`config.mk`:
```
export PLATFORM = sky130hd
export DESIGN_NAME = bin_pack
export DESIGN_NICKNAME = d
export VERILOG_FILES = /design/src/rtl/bnn_pkg.sv /design/src/rtl/bnn_sign.sv /design/src/rtl/bin_pack.sv
export SDC_FILE = /design/constraint.sdc
export NUM_CORES = 1
export LEC_CHECK = 0
export BUFFER_PORTS_ARGS = -buffer_cell sky130_fd_sc_hd__buf_4
export CORE_MARGIN = 5
export CORE_UTILIZATION = 30
export DETAILED_ROUTE_END_ITERATION = 7
export PLACE_DENSITY_LB_ADDON = 0.12
export SYNTH_ARGS = -nofsm -noshare
export SYNTH_HDL_FRONTEND = slang
export SYNTH_SLANG_ARGS = --single-unit
```
`constraint.sdc`:
```
create_clock -name clk -period 2.5 [get_ports clk]
set_clock_uncertainty 0.05 [all_clocks]
set_input_delay 0.5 -clock clk [delete_from_list [all_inputs] [get_ports clk]]
set_output_delay 0.5 -clock clk [all_outputs]
set_load 0.01 [all_outputs]
```
`src/rtl/bnn_pkg.sv`:
```
// Shared definitions for the BNN datapath stages: sizing helper, FSM state
// encoding and the common pad value used when a vector is flushed early.
package bnn_pkg;

  typedef enum logic {
    S_FILL = 1'b0,
    S_FULL = 1'b1
  } bnn_state_e;

  localparam logic BNN_PAD = 1'b0;

  function automatic int clog2(input int value);
    int result;
    result = 0;
    while ((1 << result) < value) begin
      result = result + 1;
    end
    return result;
  endfunction

endpackage

```
`src/rtl/bnn_sign.sv`:
```
// Binary activation: fires when the popcount reaches the neuron threshold.
module bnn_sign
  import bnn_pkg::*;
#(
  parameter int CWIDTH = 4
) (
  input  logic [CWIDTH-1:0] cnt_i,
  input  logic [CWIDTH-1:0] thr_i,
  output logic              act_o
);

  assign act_o = (cnt_i >= thr_i);

endmodule

```
`src/rtl/bin_pack.sv`:
```
// Binarize-and-pack stage: thresholds a stream of popcounts and packs the
// resulting activations, LSB first, into vectors for the next layer.
module bin_pack
  import bnn_pkg::*;
#(
  parameter int   OWIDTH = 8,
  parameter int   CWIDTH = 4,
  parameter logic PAD    = BNN_PAD,
  localparam int  NWIDTH = clog2(OWIDTH + 1)
) (
  input  logic              clk,
  input  logic              rst,
  input  logic              in_valid,
  output logic              in_ready,
  input  logic [CWIDTH-1:0] in_cnt,
  input  logic [CWIDTH-1:0] in_thr,
  input  logic              in_last,
  output logic              out_valid,
  input  logic              out_ready,
  output logic [OWIDTH-1:0] out_vec,
  output logic [NWIDTH-1:0] out_nbits
);

  localparam int IWIDTH = (OWIDTH > 1) ? clog2(OWIDTH) : 1;
  localparam logic [IWIDTH-1:0] LAST_IDX = IWIDTH'(OWIDTH - 1);

  bnn_state_e        state_q, state_d;
  logic [IWIDTH-1:0] idx_q, idx_d;
  logic [OWIDTH-1:0] vec_q, vec_d;
  logic [NWIDTH-1:0] nbits_q, nbits_d;
  logic [IWIDTH-1:0] cur_idx;
  logic              act;
  logic              accept;

  bnn_sign #(
    .CWIDTH (CWIDTH)
  ) u_sign (
    .cnt_i (in_cnt),
    .thr_i (in_thr),
    .act_o (act)
  );

  assign in_ready  = !rst && ((state_q == S_FILL) || out_ready);
  assign accept    = in_valid && in_ready;
  assign out_valid = (state_q == S_FULL);
  assign out_vec   = vec_q;
  assign out_nbits = nbits_q;

  // A consumed vector is replaced by a fresh pad-filled one in the same
  // cycle, so a simultaneous accept lands at bit 0 without a bubble.
  always_comb begin
    state_d = state_q;
    idx_d   = idx_q;
    vec_d   = vec_q;
    nbits_d = nbits_q;
    cur_idx = idx_q;
    if (state_q == S_FULL && out_ready) begin
      state_d = S_FILL;
      vec_d   = {OWIDTH{PAD}};
      idx_d   = '0;
      cur_idx = '0;
    end
    if (accept) begin
      for (int i = 0; i < OWIDTH; i++) begin
        if (cur_idx == IWIDTH'(i)) begin
          vec_d[i] = act;
        end
      end
      if (cur_idx == LAST_IDX || in_last) begin
        state_d = S_FULL;
        nbits_d = NWIDTH'(cur_idx) + NWIDTH'(1);
        idx_d   = '0;
      end else begin
        idx_d = cur_idx + 1'b1;
      end
    end
  end

  always_ff @(posedge clk) begin
    if (rst) begin
      state_q <= S_FILL;
      idx_q   <= '0;
      vec_q   <= {OWIDTH{PAD}};
      nbits_q <= '0;
    end else begin
      state_q <= state_d;
      idx_q   <= idx_d;
      vec_q   <= vec_d;
      nbits_q <= nbits_d;
    end
  end

endmodule

```
==> results.sh <==
export IMPL_h_tree_depth=1
export IMPL_arrival_ns=2.25
export IMPL_holdWs_ns=0.395
export IMPL_cts_hold_buf=0
export IMPL_path_clk_slew_ns=0.10
export IMPL_timing_rr_end="out_nbits[0]"
export IMPL_hold_path_end="idx_q[2]"
export IMPL_synth_edf_count=0
export IMPL_routedWlPerCell_um=12.1
export IMPL_totalWireLength_um=1930
export IMPL_vias_per_cell=4.86
export IMPL_hp_start="rst"
export IMPL_fmax_ghz=0.479
export IMPL_r2r_setup_slack_ns=0.41
export IMPL_synth_area_um2=901
export IMPL_clockBufferDepth=2
export IMPL_crit_buf_inv=1
export IMPL_post_cts_resize_count=0
export IMPL_vdd_drop_max_mv=0.316
export IMPL_maxCapViolCount=0
export IMPL_grt_max_degree=12
export IMPL_finalSetupViolCount=0
export IMPL_cpLargestDelayFamily="simple AND/OR/NAND/NOR gates"
export IMPL_cp_end_kind="flip-flop"
export IMPL_yosysWarnings=0
export IMPL_drv_slew=0
export IMPL_drc=0
export IMPL_swShare=0.255
export IMPL_grt_ovfl_total=0
export IMPL_dpl_hpwl_um=1560
export IMPL_n_antenna_cell=0
export IMPL_synth_seq_cells=16
export IMPL_drt_iter0_markers=25
export IMPL_clock_power_share=0.328
export IMPL_syn_to_final_growth_pct=28.7
export IMPL_grt_pass1_vias=727
export IMPL_rows=19
export IMPL_maxSlewHeadroom=0.698
export IMPL_critical_path_max_stage_delay_ns=0.41
export IMPL_power_leakage_nw=0.516
export IMPL_cts_root_buf="clkbuf_4"
export IMPL_async_flop_share=0
export IMPL_grtUsageTotal=0.0992
export IMPL_hold_violations=0
export IMPL_fp_dieArea_um2=4200
export IMPL_layout_drive_gt1_share=0.289
export IMPL_grt_first_pass_wirelength_um=3270
export IMPL_post_cts_buffers=0
export IMPL_synth_cell_type_count=29
export IMPL_die_y_um=64.8
export IMPL_r2r_start="out_valid"
export IMPL_power_frac_comb=0.171
export IMPL_antenna_found_initial=0
export IMPL_syn_nets=124
export IMPL_period_share=0.835
export IMPL_syn_area_per_cell_um2=8.92
export IMPL_power_per_cell_area_nw_per_um2=456
export IMPL_finalPower_mw=0.528
export IMPL_worstPathMaxFanout=7
export IMPL_dr_total_vias=773
export IMPL_final_setup_tns_ns=0
export IMPL_clkSinkCount=16
export IMPL_worstSkewPairLatency_ns=0.29
export IMPL_core_area_um2=2830
export IMPL_critPathKind="reg -> reg"
export IMPL_cts_tree="done"
export IMPL_synthFlopType="dfxtp_1"
export IMPL_status="complete, no violations"
export IMPL_ios=27
export IMPL_die_w_um=64.8
export IMPL_period_minus_slack_ns=2.09
export IMPL_cp_slowest_cell="dfxtp_1"
export IMPL_seq_power_share=0.501
export IMPL_io_buffers=26
export IMPL_nNetsFinal=152
export IMPL_numCtsBuffers=3
export IMPL_yosysSeqAreaShare=0.356
export IMPL_crit_required_ns=2.67
export IMPL_whs_path_depth=2
export IMPL_ant_nets=0
export IMPL_netlist_instances=101
export IMPL_p_int_mw=0.394
export IMPL_tightest_slew_ns=0.452
export IMPL_gp_congestion=0.831
export IMPL_hold_path_class="in -> reg"
export IMPL_start_kind="flip-flop"
export IMPL_path_cells="nand2_1 > nand2_1 > inv_1 > ha_1 > ha_1 > nor2_1 > nor3_4 > a211oi_1"
export IMPL_start_util=0.318
export IMPL_rr_worst_depth=8
export IMPL_rsz0062_at_grt="no"
export IMPL_p_sw_mw=0.135
export IMPL_firstDrtPassIters=4
## metal layers
| metal | GRT usage | share of wire | wire (um) |
|---|---|---|---|
| met5 | 0 | 0 | 0 |
| met1 | 0.128 | 0.49 | 950 |
| met2 | 0.153 | 0.44 | 845 |
| met4 | 0.0237 | 0.0047 | 9 |
| met3 | 0.0415 | 0.062 | 120 |
## per-stage QoR
step | utilization | worst slack [ns] | instance area (um^2) | std cells
global route | 0.410 | 0.216 | 1160 | 159
finish | 0.410 | 0.413 | 1160 | 159
floorplan | - | 0.562 | 901 | 101
CTS | 0.410 | 0.385 | 1160 | 159
detailed placement | 0.397 | 0.225 | 1120 | 155
global placement | 0.397 | 0.314 | 1120 | 155
## power by group through the flow
stage | sequential [mW] | clock [mW] | combinational [mW]
4_1_cts | 0.265 | 0.183 | 0.0920
2_1_floorplan | 0.272 | 0 | 0.0556
3_3_place_gp | 0.271 | 0 | 0.0909
5_1_grt | 0.266 | 0.201 | 0.102
6_report | 0.265 | 0.173 | 0.0906
3_5_place_dp | 0.271 | 0 | 0.0921
## area by class of cell
class	instances	area, um^2
clock buffer	4	36.3
tap	31	38.8
multi-input combinational	74	536
sequential	16	320
inverter	7	26.3
timing repair buffer	27	203
fill	296	1670
## cell usage after synthesis (all sizes together) (2+ instances only)
library cell | count | share of area
nand2b | 5 | 0.043
ha | 10 | 0.14
nor2 | 7 | 0.037
nor3 | 2 | 0.024
a21oi | 5 | 0.028
a211oi | 2 | 0.017
a32o | 3 | 0.033
nand4 | 4 | 0.028
nand2 | 16 | 0.067
mux2i | 2 | 0.022
dfxtp | 16 | 0.36
o21ai | 6 | 0.033
buf | 2 | 0.011
clkbuf | 2 | 0.0097
nand3 | 2 | 0.011
inv | 7 | 0.029
o211ai | 3 | 0.025
## how the worst max path moves through the flow
stage | start | to | slack, ns | depth (start not counted)
after CTS | out_valid | out_nbits[0] | 0.39 | 8
final | out_valid | out_nbits[0] | 0.41 | 8
after detailed placement | out_ready | out_nbits[0] | 0.23 | 9
after floorplan | out_ready | out_nbits[0] | 0.56 | 8
after global placement | out_ready | out_nbits[0] | 0.31 | 9
after global routing | out_valid | out_nbits[0] | 0.22 | 8
## cell usage in the layout (no fill, tap or decap), drive strengths merged, types with 2 or more instances in the layout
master / count
a32o: 3
inv: 7
nand3: 2
o21ai: 6
a21oi: 5
clkbuf: 4
nand4: 4
a211oi: 2
mux2i: 2
nand2b: 5
nor2: 7
nand2: 16
dfxtp: 16
buf: 27
o211ai: 3
nor3: 2
ha: 10
## worst reg2reg max path, delay by kind of cell (launching register included)
family,cells,cell delay (ns)
AND/OR/NAND/NOR,4,0.78
flip-flops,1,0.41
adder cells (fa/ha/maj),2,0.44
AO/OA/AOI/OAI,1,0.24
buffers and inverters,1,0.10
## kinds of logic after synthesis
group / after synthesis / synth area share
simple gates: 41 / 0.258
buf+inv: 11 / 0.0500
flops: 16 / 0.356
mux: 2 / 0.0222
compound gates: 21 / 0.175
fa+ha+maj: 10 / 0.139
## registers in the layout (all words and copies together), names as in the netlist
register and flops:
out_nbits 4, idx_q 3, out_vec 8, out_valid 1
Power figures use the tool's default switching activity.
